`config.mk`:
```
export PLATFORM = sky130hd
export DESIGN_NAME = pipelined_adder
export DESIGN_NICKNAME = d
export VERILOG_FILES = /design/src/rtl/pipelined_adder.sv
export SDC_FILE = /design/constraint.sdc
export NUM_CORES = 1
export LEC_CHECK = 0
export ABC_AREA = 1
export CORE_ASPECT_RATIO = 1.25
export CORE_MARGIN = 3
export CORE_UTILIZATION = 43
export CTS_CLUSTER_SIZE = 24
export DETAILED_ROUTE_END_ITERATION = 8
export PLACE_DENSITY = 0.71
export SETUP_SLACK_MARGIN = 0.5
export SYNTH_ARGS = -nofsm -noshare
export SYNTH_HDL_FRONTEND = slang
export SYNTH_SLANG_ARGS = --single-unit
```
`constraint.sdc`:
```
create_clock -name clk -period 7.8 [get_ports clk]
set_clock_uncertainty 0.15 [all_clocks]
set_input_delay 1.56 -clock clk [delete_from_list [all_inputs] [get_ports clk]]
set_output_delay 1.56 -clock clk [all_outputs]
set_load 0.005 [all_outputs]
```
`src/rtl/pipelined_adder.sv`:
```
// Pipelined WIDTH-bit add/subtract, STAGES carry-pipelined chunks; optional saturation via PIPELINED_ADDER_SAT_EN.
// Latency: STAGES cycles from input handshake to output handshake, one result per cycle when streaming.
// Backpressure: ready ripples back combinationally (ready_k = !valid_k | ready_k+1); in_ready never depends on in_valid.
module pipelined_adder #(
    parameter int WIDTH  = 32,
    parameter int STAGES = 4
) (
    input  logic             clk,
    input  logic             rst,
    input  logic             in_valid,
    output logic             in_ready,
    input  logic [WIDTH-1:0] in_a,
    input  logic [WIDTH-1:0] in_b,
    input  logic             in_cin,
    input  logic             in_sub,
    output logic             out_valid,
    input  logic             out_ready,
    output logic [WIDTH-1:0] out_sum,
    output logic             out_cout
);
    localparam int CW = WIDTH / STAGES;

    // Subtract is A + ~B + !borrow, so B and cin are conditioned once on entry.
    logic [WIDTH-1:0] b_cond;
    assign b_cond = in_b ^ {WIDTH{in_sub}};

    for (genvar k = 0; k < STAGES; k++) begin : stg
        // s_q holds the low (k+1) chunks of the result; rem carries the chunks not yet added.
        localparam int SW = (k + 1) * CW;
        localparam int RW = WIDTH - SW;
        localparam bit LAST = (k == STAGES - 1);

        logic [CW-1:0] a_c;
        logic [CW-1:0] b_c;
        logic          c_in;
        logic          vld_in;
        logic          rdy_dn;
        logic          rdy;
        logic          ld;
        logic [CW:0]   add;
        logic [SW-1:0] s_nxt;
        logic [SW-1:0] s_ld;
        logic [SW-1:0] s_q;
        logic          v_q;
        logic          c_q;

        if (k == 0) begin : src
            assign a_c    = in_a[CW-1:0];
            assign b_c    = b_cond[CW-1:0];
            assign c_in   = in_cin ^ in_sub;
            assign vld_in = in_valid;
            assign s_nxt  = add[CW-1:0];
        end else begin : src
            assign a_c    = stg[k-1].rem.a_q[CW-1:0];
            assign b_c    = stg[k-1].rem.b_q[CW-1:0];
            assign c_in   = stg[k-1].c_q;
            assign vld_in = stg[k-1].v_q;
            assign s_nxt  = {add[CW-1:0], stg[k-1].s_q};
        end

        if (k == STAGES - 1) begin : dn
            assign rdy_dn = out_ready;
        end else begin : dn
            assign rdy_dn = stg[k+1].rdy;
        end

        assign add = {1'b0, a_c} + {1'b0, b_c} + {{CW{1'b0}}, c_in};
        assign rdy = !v_q | rdy_dn;
        assign ld  = rdy & vld_in;

        if (RW > 0) begin : rem
            logic [RW-1:0] a_q;
            logic [RW-1:0] b_q;
            logic [RW-1:0] a_nxt;
            logic [RW-1:0] b_nxt;
            if (k == 0) begin : nx
                assign a_nxt = in_a[WIDTH-1:CW];
                assign b_nxt = b_cond[WIDTH-1:CW];
            end else begin : nx
                assign a_nxt = stg[k-1].rem.a_q[RW+CW-1:CW];
                assign b_nxt = stg[k-1].rem.b_q[RW+CW-1:CW];
            end
            // carry the not-yet-added operand chunks forward with the transaction
            always_ff @(posedge clk) begin
                if (ld) begin
                    a_q <= a_nxt;
                    b_q <= b_nxt;
                end
            end
`ifdef PIPELINED_ADDER_SAT_EN
            // the sub flag is only needed downstream to pick the saturation direction
            logic sub_q;
            if (k == 0) begin : sx
                // latch the mode bit of the accepted transaction
                always_ff @(posedge clk) begin
                    if (ld) sub_q <= in_sub;
                end
            end else begin : sx
                // pass the mode bit along with its transaction
                always_ff @(posedge clk) begin
                    if (ld) sub_q <= stg[k-1].rem.sub_q;
                end
            end
`endif
        end

        if (LAST) begin : fin
`ifdef PIPELINED_ADDER_SAT_EN
            logic sub_f;
            if (k == 0) begin : sf
                assign sub_f = in_sub;
            end else begin : sf
                assign sub_f = stg[k-1].rem.sub_q;
            end
            // clamp on add overflow or subtract underflow; the raw carry is still reported
            always_comb begin
                s_ld = s_nxt;
                if (!sub_f && add[CW])
                    s_ld = '1;
                else if (sub_f && !add[CW])
                    s_ld = '0;
            end
`else
            assign s_ld = s_nxt;
`endif
        end else begin : fin
            assign s_ld = s_nxt;
        end

        // valid bit advances whenever this stage can hand off or is empty
        always_ff @(posedge clk) begin
            if (rst)
                v_q <= 1'b0;
            else if (rdy)
                v_q <= vld_in;
        end

        // partial sum and chunk carry; the final stage doubles as the cleared output register
        always_ff @(posedge clk) begin
            if (LAST && rst) begin
                s_q <= '0;
                c_q <= 1'b0;
            end else if (ld) begin
                s_q <= s_ld;
                c_q <= add[CW];
            end
        end
    end

    assign in_ready  = stg[0].rdy;
    assign out_valid = stg[STAGES-1].v_q;
    assign out_sum   = stg[STAGES-1].s_q;
    assign out_cout  = stg[STAGES-1].c_q;

endmodule

```
### Word-level counts from Yosys, hierarchy flattened

Index checks and enable logic that the tools add are counted.
W data, S select, Z words.

| cells by class | value |
|---|---|
| add/sub/neg operators | 8 |
| bitwise operators | 10 |
| reduce and logical (&&, ||, !) cells | 4 |

Operator list:

| operator | number |
|---|---|
| $add A8 B8 Y9 | 4 |
| $add A9 B1 Y9 | 4 |
| $xor A32 B32 Y32 | 1 |
| $and A1 B1 Y1 | 4 |
| $logic_not A1 Y1 | 4 |
| $or A1 B1 Y1 | 4 |
| $xor A1 B1 Y1 | 1 |

| storage, ports and cells | value |
|---|---|
| flip-flop bits (word level) | 184 |
| input port bits | 70 |
| output and inout port bits | 35 |
| logic and storage cells | 40 |

### Longest topological paths before layout

Gate-level depths: netlist of the first run.

| logic depth | value |
|---|---|
| word-level depth | 6 |
| gate-level depth with buffers | 10 |
| depth with buffers taken out | 9 |

### Least setup slack after synthesis of the first run

OpenSTA, ideal clock, no wires.

| timing | value |
|---|---|
| kind | input -> register |
| start | input out_ready |
| end | register stg[0].c_q, enable pin |
| arrival | 4513 ps |
| path slack | 2647 ps |
| cell stages on the path | 4 |
| cells stage by stage | nor2_4 nand2_1 nor2_2 a21oi_1 |

| on the way | value |
|---|---|
| word-level cells in the longest chain between the ends | 5 |

Ends and longest elaborated chain:

| element | line | RTL |
|---|---|---|
| start, declared | 17 | `input logic out_ready,` |
| $or A1 B1 Y1 (4 in series) | 68 | `assign rdy = !v_q \| rdy_dn;` |
| $and A1 B1 Y1 | 69 | `assign ld = rdy & vld_in;` |
| via stg[0].ld | 39 | `logic ld;` |
| end signal, assigned | 145 | `c_q <= add[CW];` |
| end, declared | 45 | `logic c_q;` |

The timed path passes the listed nets, and every way through them passes these cells.
A chain may end at the register's enable or synchronous reset.

### Final worst setup path of the first run

| timing | value |
|---|---|
| start | input out_ready |
| end | output in_ready |

| on the way | value |
|---|---|
| word-level cells in the longest chain between the ends | 4 |

Ends and longest elaborated chain:

| element | line | RTL |
|---|---|---|
| $or A1 B1 Y1 (4 in series) | 68 |  |
| end, declared | 11 | `output logic in_ready,` |

No other way between the ends.

==> results of run 1 <==
==> placed cells by master, fill, tap and decap left out <==
cell,n
fa_1,8
o21ai_1,15
nor2_2,1
nand2_1,58
clkbuf_16,17
xor2_1,48
dfxtp_1,37
ha_1,28
nand4_1,7
inv_6,6
inv_1,43
inv_2,3
inv_8,1
buf_4,3
clkdlybuf4s50_1,103
xnor2_1,3
nor2_1,66
a21oi_4,1
nand3_1,26
bufinv_16,2
edfxtp_1,147
a21oi_1,24
o21bai_1,4
clkinv_1,2
o21ai_0,14
clkinv_4,2
buf_2,1
a21o_1,3
o21ai_2,1
clkinvlp_4,2
clkinv_2,1
nor2_4,2
==> flip-flops by register name (all words and copies together) (netlist names) <==
signal and flops:
stg.s_q 48, out_cout 1, stg.rem.b_q 48, stg.rem.a_q 48, stg.c_q 3, out_valid 1, out_sum 32, stg.v_q 3
==> through the flow <==
step                      instances  hold WS (ns)  cell area [sq um]  utilization  worst slack [ns]
after floorplan                 553         0.250               7390            -              2.65
after global placement          867         0.251               8630        0.513              3.10
after detailed placement        867         0.255               8630        0.513              3.06
after CTS                       899         0.267               9220        0.548              3.04
after global routing            899         0.268               9220        0.548              2.93
final                           899         0.263               9220        0.548              3.04
==> worst max-delay path, stage by stage <==
cell	delay (ns)
clkdlybuf4s50_1	0.44
nor2_4	0.16
nand2_1	0.11
nor2_2	0.20
nand2_1	0.10
clkdlybuf4s50_1	0.46
==> power breakdown <==
part	internal [W]	leakage [nW]	switching, W
registers	0.00113	1.70	0.0000169
logic	0.0000895	1.63	0.0000967
clock network	0.000479	0.285	0.000368
==> metal layers <==
layer / up-vias / track usage
met4: 0 / 0.0665
met1: 1978 / 0.145
li1: 2129 / -
met3: 21 / 0.0434
met5: - / 0
met2: 106 / 0.244
==> cell families (layout without fill, tap and decap cells) <==
| family | count (synthesis) | after routing | synth area share |
|---|---|---|---|
| AOI/OAI and AO/OA | 62 | 62 | 0.0448 |
| xor gates and xnor gates | 51 | 51 | 0.0604 |
| adders and majority gates | 36 | 36 | 0.0690 |
| buffers and inverters | 60 | 186 | 0.0382 |
| DFF | 184 | 184 | 0.697 |
| and+or+nand+nor | 160 | 160 | 0.0904 |
==> worst min path at each step <==
stage | start | endpoint | slack, ns | cells after the start
4_1_cts | stg[0].rem.b_q[13] | stg[1].rem.b_q[5] | 0.27 | 0
5_1_grt | stg[0].rem.b_q[13] | stg[1].rem.b_q[5] | 0.27 | 0
2_1_floorplan | stg[0].rem.a_q[8] | stg[1].rem.a_q[0] | 0.25 | 0
3_3_place_gp | stg[1].s_q[12] | stg[2].s_q[12] | 0.25 | 0
3_5_place_dp | stg[0].s_q[5] | stg[1].s_q[5] | 0.25 | 0
6_report | stg[0].rem.b_q[12] | stg[1].rem.b_q[4] | 0.26 | 0
==> cell type report <==
class | instances | area, sq um
timing repair buffer | 107 | 1060
fill | 1417 | 7620
inverter | 47 | 176
sequential | 184 | 5150
clock inverter | 15 | 165
multi-input combinational | 309 | 1970
clock buffer | 17 | 425
tap | 220 | 275
==> metrics.md, run 1 <==
| Metric | Value |
|---|---|
| Outcome | `finished, final reports clean` |
| Gpl congestion | `about 0.86` |
| Syn avg cell area | `roughly 13 sq um` |
| Max H-tree Level | `4` |
| Layout cell share with drive strength beyond 1 | `0.0633` |
| # Max-Cap Violations | `0` |
| Clock Root Buffer | `clkbuf_16` |
| Max_slew headroom | `0.317` |
| CTS tree | `yes` |
| Final wirelength | `roughly 12,000 microns` |
| CP Launch Point | `out_ready` |
| Total gr overflow | `0` |
| PwrDens | `roughly 240 nW/um^2` |
| Capturing point of the worst reg2reg path | `stg[2].s_q[22]` |
| Wl on met1 | `about 4600 microns` |
| Post-synth top area share | `0.597` |
| ANT nets after route | `0` |
| Final Net Count | `772` |
| Later-pin clock latency in the skew report | `approximately 0.43 ns` |
| Async S/R FF share, synth | `0` |
| DRC viols | `0` |
| Setup-failing EPs final | `0` |
| First-pass DRT Iterations | `5` |
| Yosys warning total | `0` |
| Worst Setup End Kind | `primary output` |
| Cell with the most instances after synthesis | `edfxtp_1` |
| Reg-to-reg setup timing slack | `approximately 5.6 ns` |
| CP arrival | `3.05 ns` |
| Synthesis-to-finish area growth | `24.7%` |
| RSZ-0062 raised after global routing | `false` |
| Synth area leaders | `edfxtp_1, dfxtp_1, xor2_1` |
| Synth unique cells | `24` |
| Sequential share of the synthesized area | `0.697` |
| Reg2Reg Depth | `6` |
| Port buffer count | `104` |
| Largest net degree at the start of global routing | `58` |
| CP Launch Type | `input port` |
| First-pass GRT wire length | `between 15,000 and 20,000 microns` |
| Worst setup path category | `input port to primary output` |
| Yosys reg bits | `about 180` |
| DP HPWL | `roughly 8400 microns` |
| DR vias | `4,234` |
| Initial antenna violation count | `0` |
| Netlist Area Pre-Place | `about 7400 sq um` |
| Critical path fanouts, max | `3` |
| Starting Density | `0.439` |
| Largest area contributor in the synthesized netlist | `edfxtp_1` |
| Pins Over Slew Limit | `0` |
| Critical Path End | `in_ready` |
| Critical Path RT | `~6 ns` |
| Post-CTS sizing | `0` |
| Tot GR Track Use | `0.138` |
| Top sig layer | `met4` |
| Die Footprint | `approximately 19,000 sq um` |
| CTS buffer count | `17` |
| Fin crit period | `4.76 ns` |
| Clock slew seen by the registers of the worst setup and hold paths | `approximately 0.070 ns` |
| Synth Flop Type | `edfxtp_1` |
| Vias per cell | `4.71` |
| Lkg Pwr | `between 3 and 4 nW` |
| Clock Tree Buf Depth | `2` |
| Syn_nets | `between 600 and 700` |
| Core area | `roughly 17,000 sq um` |
| Post-CTS setup buffer count | `0` |
| Met2 Routed Length | `roughly 6600 microns` |
| Die Y-Extent | `around 150 microns` |
| Peak VDD IR | `between 0.1 and 0.15 mV` |
| Min-delay worst type | `flip-flop to flip-flop` |
| IO Count | `around 110` |
| Slew @ Worst Pin | `approximately 1.0 ns` |
| Total negative setup slack | `0 ns` |
| Most frequent cells after synthesis | `edfxtp_1, nor2_1, nand2_1, xor2_1, inv_1` |
| Post-synth EDFFs | `147` |
| Tcrit/Tclk final | `0.610` |
| Vias in the first global route | `about 4,200` |
| Final hold violations | `0` |
| Worst r2r src | `stg[1].c_q` |
| Post-synthesis cell count | `553` |
| Count of hold buffers inserted by post-cts repair | `0` |
| DR WL met3 | `768 microns` |
| Max Clock Freq | `~210 MHz` |
| Num Clock Sinks | `around 180` |
| Antenna diodes | `0` |
| Die X | `approximately 120 microns` |
| Core Rows | `53` |
| Starting DRT DRC Count | `around 160` |
| Routed len/inst | `between 10 and 15 microns` |
| Total power | `0.00218 W` |
(Power assumes the default switching activity.)
==> run 2, diff against run 1 <==
--- a/config.mk
+++ b/config.mk
@@ -11,7 +11,7 @@
 export CORE_UTILIZATION = 43
 export CTS_CLUSTER_SIZE = 24
 export DETAILED_ROUTE_END_ITERATION = 8
-export PLACE_DENSITY = 0.71
+export PLACE_DENSITY = 0.74
 export SETUP_SLACK_MARGIN = 0.5
 export SYNTH_ARGS = -nofsm -noshare
 export SYNTH_HDL_FRONTEND = slang
==> constraint.sdc (replaced) <==
create_clock -name clk -period 4.2 [get_ports clk]
set_clock_uncertainty 0.15 [all_clocks]
set_input_delay 0.84 -clock clk [delete_from_list [all_inputs] [get_ports clk]]
set_output_delay 0.84 -clock clk [all_outputs]
set_load 0.005 [all_outputs]
==> metrics.md, run 2 (synthesized netlist as in run 1, its figures left out) <==
| Metric | Value |
|---|---|
| Outcome | `finished, final reports clean` |
| IO Count | `about 110` |
| Later-pin clock latency in the skew report | `~0.42 ns` |
| Crit path cell chain | `clkdlybuf4s50_1, nor2_4, nand2_1, nor2_2, nand2_1, clkdlybuf4s50_1` |
| # Max-Cap Violations | `0` |
| Port buffer count | `about 100` |
| CP arrival | `between 2 and 2.5 ns` |
| Die Footprint | `~19,000 sq um` |
| Fill cells | `1,412` |
| Leading registers by flop count | `stg.rem.a_q: 48 flops, stg.rem.b_q: 48 flops, stg.s_q: 48 flops` |
| Tot GR Track Use | `0.140` |
| CTS buffer count | `17` |
| CTS tree | `yes` |
| Pins Over Slew Limit | `0` |
| Routed len/inst | `13.9 microns` |
| Count of hold buffers inserted by post-cts repair | `0` |
| Total power | `roughly 0.004 W` |
| Final wirelength | `between 10,000 and 15,000 microns` |
| DR vias | `about 4,200` |
| Setup-failing EPs final | `0` |
| Final hold violations | `0` |
| Fin crit period | `about 3.3 ns` |
| Post-CTS setup buffer count | `0` |
| Sequential power share | `0.519` |
| Critical Path RT | `between 3 and 4 ns` |
| Post-CTS sizing | `0` |
| Worst setup path category | `input port to primary output` |
| Switching Fraction | `0.217` |
| Max_slew headroom | `0.453` |
| Total gr overflow | `0` |
| Tcrit/Tclk final | `0.782` |
| Max stage delay on crit path | `~0.46 ns` |
| DRC viols | `0` |
| Worst path slowest cell | `clkdlybuf4s50_1` |
| Area of the multi-input gates | `between 1500 and 2000 sq um` |
| Post-place setup slack | `0.910 ns` |
| ANT nets after route | `0` |
| Starting DRT DRC Count | `approximately 210` |
| Die X | `123 microns` |
| First-pass DRT Iterations | `4` |
| Max H-tree Level | `4` |
| Gpl congestion | `~0.86` |
| RSZ-0062 raised after global routing | `false` |
| Most frequent cells in the layout | `edfxtp_1, clkdlybuf4s50_1, nor2_1` |
| Final setup margin | `0.914 ns` |
| PwrDens | `roughly 440 nW/um^2` |
| Vias in the first global route | `~4,300` |
| Clock power share | `0.396` |
| Final Net Count | `774` |
| Clock Tree Buf Depth | `2` |
| Worst Setup End Kind | `primary output` |
| Core area | `16,800 sq um` |
| Lkg Pwr | `between 3 and 4 nW` |
| Net switching power | `0.000893 W` |
| First-pass GRT wire length | `between 20,000 and 25,000 microns` |
| Clock slew seen by the registers of the worst setup and hold paths | `0.07 ns` |
| Layout cell share with drive strength beyond 1 | `0.0675` |
| Commonest non-fill, non-tap cell in the layout | `edfxtp_1` |
| DP HPWL | `8820 microns` |
| Peak VDD IR | `roughly 0.25 mV` |
| Final Cell Area | `9270 sq um` |
| Max Clock Freq | `approximately 300 MHz` |
| Pint | `roughly 0.0032 W` |
| Total negative setup slack | `0 ns` |
| Num Clock Sinks | `approximately 180` |
| Largest net degree at the start of global routing | `58` |
| Core Rows | `53` |
| Antenna diodes | `0` |
| Core Util, Final | `0.550` |
| Clock Root Buffer | `clkbuf_16` |
| Slew @ Worst Pin | `just over 0.8 ns` |
| CP Launch Type | `input port` |
| Min-delay worst type | `flip-flop to flip-flop` |
| Starting Density | `0.439` |
| Critical path fanouts, max | `3` |
| Placed cell areas | `roughly 8600 sq um` |
| Vias per cell | `between 4 and 5` |
| Synthesis-to-finish area growth | `25.3%` |
| Die Y-Extent | `roughly 150 microns` |
| Sequential cell area | `roughly 5200 sq um` |
| Combinational share of power | `0.085` |
| Initial antenna violation count | `0` |
## run 2: metal layers
| metal | global-route usage | up-vias | share of wire |
|---|---|---|---|
| met3 | 0.0368 | 18 | 0.055 |
| met1 | 0.152 | 1989 | 0.38 |
| met5 | 0 | - | 0 |
| li1 | - | 2135 | - |
| met2 | 0.245 | 103 | 0.55 |
| met4 | 0.0734 | 0 | 0.017 |
## run 2: area by class of cell
cell class / instances / area share
well taps: 220 / 0.0297
clock buffers: 17 / 0.0459
flip-flops and latches: 184 / 0.556
inverters: 47 / 0.0190
multi-input cells: 309 / 0.212
repair buffers: 109 / 0.116
clock inverters: 15 / 0.0207
## run 2: final timing paths
path | start | end | slack (ns) | cells after the start
worst max-delay path | out_ready | in_ready | 0.91 | 6
worst min register to register | stg[1].rem.b_q[13] | stg[2].rem.b_q[5] | 0.26 | 0
worst min-delay path | stg[1].rem.b_q[13] | stg[2].rem.b_q[5] | 0.26 | 0
worst max register to register | stg[1].c_q | stg[2].s_q[22] | 2.02 | 6
## run 2: power groups by stage
stage / logic (W) / registers (W) / clock network, W
after floorplan: 0.000208 / 0.00217 / 0
after global placement: 0.000340 / 0.00217 / 0
after detailed placement: 0.000354 / 0.00218 / 0
after CTS: 0.000354 / 0.00214 / 0.00168
after global routing: 0.000394 / 0.00214 / 0.00175
final: 0.000350 / 0.00214 / 0.00163
## run 2: worst max-delay path: cells and delay by family
kind / cells / cell delay [ns]
simple gates: 4 / 0.56
buf+inv: 2 / 0.90
## run 2: stage by stage
stage               hold slack, ns  std cells
floorplan                    0.250        553
global placement             0.251        869
detailed placement           0.255        869
CTS                          0.268        901
global route                 0.269        901
finish                       0.264        901
==> run 3, diff against run 2 <==
==> constraint.sdc (replaced) <==
create_clock -name clk -period 3 [get_ports clk]
set_clock_uncertainty 0.15 [all_clocks]
set_input_delay 0.6 -clock clk [delete_from_list [all_inputs] [get_ports clk]]
set_output_delay 0.6 -clock clk [all_outputs]
set_load 0.005 [all_outputs]
==> metrics.md, run 3 (synthesized netlist as in run 1, its figures left out) <==
| Metric | Value |
|---|---|
| Layout cell share with drive strength beyond 1 | `0.0715` |
| Critical Path RT | `between 2 and 2.5 ns` |
| Worst r2r src | `stg[0].c_q` |
| Max Clock Freq | `around 410 MHz` |
| Reg2Reg Depth | `6` |
| # Max-Cap Violations | `0` |
| Die Footprint | `18,800 sq um` |
| Hold Crit Endpoint | `stg[2].rem.b_q[4]` |
| Core Rows | `53` |
| Clock slew seen by the registers of the worst setup and hold paths | `around 0.070 ns` |
| Lkg Pwr | `about 3.6 nW` |
| Gpl congestion | `a little under 0.9` |
| CP Launch Type | `input port` |
| Port buffer count | `104` |
| Worst setup path category | `input port to primary output` |
| Total negative setup slack | `0 ns` |
| Final Net Count | `778` |
| Worst Setup End Kind | `primary output` |
| Pins Over Slew Limit | `0` |
| Clock Tree Buf Depth | `2` |
| Crit path depth | `6` |
| Initial antenna violation count | `0` |
| Vias per cell | `approximately 4.7` |
| DP HPWL | `a little under 9000 microns` |
| IO Count | `105` |
| First-pass GRT wire length | `20,200 microns` |
| Antenna diodes | `0` |
| ANT nets after route | `0` |
| Setup-failing EPs final | `0` |
| Hold path start | `stg[1].rem.b_q[12]` |
| Largest net degree at the start of global routing | `a little under 60` |
| CP arrival | `roughly 1.7 ns` |
| Num Clock Sinks | `roughly 180` |
| Die X | `approximately 120 microns` |
| Starting Density | `0.439` |
| DR vias | `between 4,000 and 5,000` |
| Tot GR Track Use | `0.140` |
| Max stage delay on crit path | `around 0.45 ns` |
| Most frequent cell on the critical path | `nor2_4` |
| PwrDens | `594 nW/um^2` |
| Placed cell areas | `about 8700 sq um` |
| Hold Path Depth | `0` |
| First-pass DRT Iterations | `4` |
| Crit path cell chain | `clkdlybuf4s50_1, nor2_4, nand2_2, nor2_4, nand2_1, dlygate4sd2_1` |
| Final hold violations | `0` |
| Core area | `16,800 sq um` |
| Slew @ Worst Pin | `0.862 ns` |
| Total gr overflow | `0` |
| Max H-tree Level | `4` |
| Clock Root Buffer | `clkbuf_16` |
| CTS tree | `yes` |
| Max_slew headroom | `0.425` |
| Starting DRT DRC Count | `between 150 and 200` |
| Outcome | `finished, final reports clean` |
| Tcrit/Tclk final | `0.817` |
| Die Y-Extent | `~150 microns` |
| Crit path buffers/inverters | `2` |
| Synthesis-to-finish area growth | `25.3%` |
| Worst path slowest cell | `clkdlybuf4s50_1` |
| Leading registers by flop count | `stg.rem.a_q: 48 flops, stg.rem.b_q: 48 flops, stg.s_q: 48 flops` |
| DRC viols | `0` |
| Final Cell Area | `approximately 9000 sq um` |
| Fin crit period | `between 2 and 2.5 ns` |
| Critical path fanouts, max | `3` |
| Critical path's top delay family | `buffers and inverters` |
| CTS buffer count | `17` |
| Routed len/inst | `13.7 microns` |
| Vias in the first global route | `around 4,400` |
| Most frequent cells in the layout | `edfxtp_1, clkdlybuf4s50_1, nor2_1` |
| Total power | `around 0.0055 W` |
| Reg-to-reg setup timing slack | `0.81 ns` |
| Min-delay worst type | `flip-flop to flip-flop` |
| RSZ-0062 raised after global routing | `false` |
| Final wirelength | `approximately 12,000 microns` |
| Later-pin clock latency in the skew report | `between 0.4 and 0.5 ns` |
| Capturing point of the worst reg2reg path | `stg[1].s_q[14]` |
| Commonest non-fill, non-tap cell in the layout | `edfxtp_1` |
| Fill cells | `roughly 1,400` |
| Peak VDD IR | `0.332 mV` |
run 3: cell types whose count changed in the layout (fill, tap and decap cells not counted), moves of 2 or more:
cell and delta:
inv_6 -3, fa_2 +2, clkinv_1 +3, buf_12 +2
buf_4 +2, fa_1 -2, clkbuf_1 +2, bufinv_16 -2
inv_8 -2
run 3: through the flow:
stage / worst slack (ns) / hold slack (ns) / std cells / util
global placement: 0.216 / 0.251 / 871 / 0.517
CTS: 0.556 / 0.264 / 905 / 0.550
finish: 0.550 / 0.258 / 905 / 0.550
floorplan: 0.538 / 0.250 / 553 / -
global route: 0.506 / 0.269 / 905 / 0.550
detailed placement: 0.179 / 0.255 / 871 / 0.517
run 3: area by class of cell:
type,instances,area [sq um],area share
well taps,220,275,0.0297
multi-input cells,309,1990,0.215
repair buffers,113,1130,0.122
clock inverters,13,106,0.0115
inverters,47,179,0.0193
flip-flops and latches,184,5150,0.556
clock buffers,19,433,0.0467
run 3: what timing repair did:
item,CTS,global route
setup buffers,2,0
setup endpoints to repair,1,49
hold buffers,0,0
pin swaps,2,0
gates resized for setup,3,2
cloned,0,0
run 3: routing by layer:
layer,GRT usage,vias up,wire length [microns]
met5,0,-,0
met4,0.0628,0,282
li1,-,2141,-
met2,0.255,113,6690
met3,0.0360,20,644
met1,0.148,2022,4780
run 3: where the power goes:
group / internal [W] / switching [W] / leakage [nW]
clock: 0.00113 / 0.000882 / 0.248
sequential: 0.00295 / 0.0000438 / 1.70
combinational: 0.000241 / 0.000259 / 1.67
run 3: worst max path at each step:
stage	start	endpoint	slack [ns]
after floorplan	in_sub	stg[0].s_q[6]	0.54
after detailed placement	out_ready	stg[1].rem.a_q[6]	0.18
after CTS	out_ready	in_ready	0.56
final	out_ready	in_ready	0.55
after global placement	out_ready	in_ready	0.22
after global routing	out_ready	in_ready	0.51
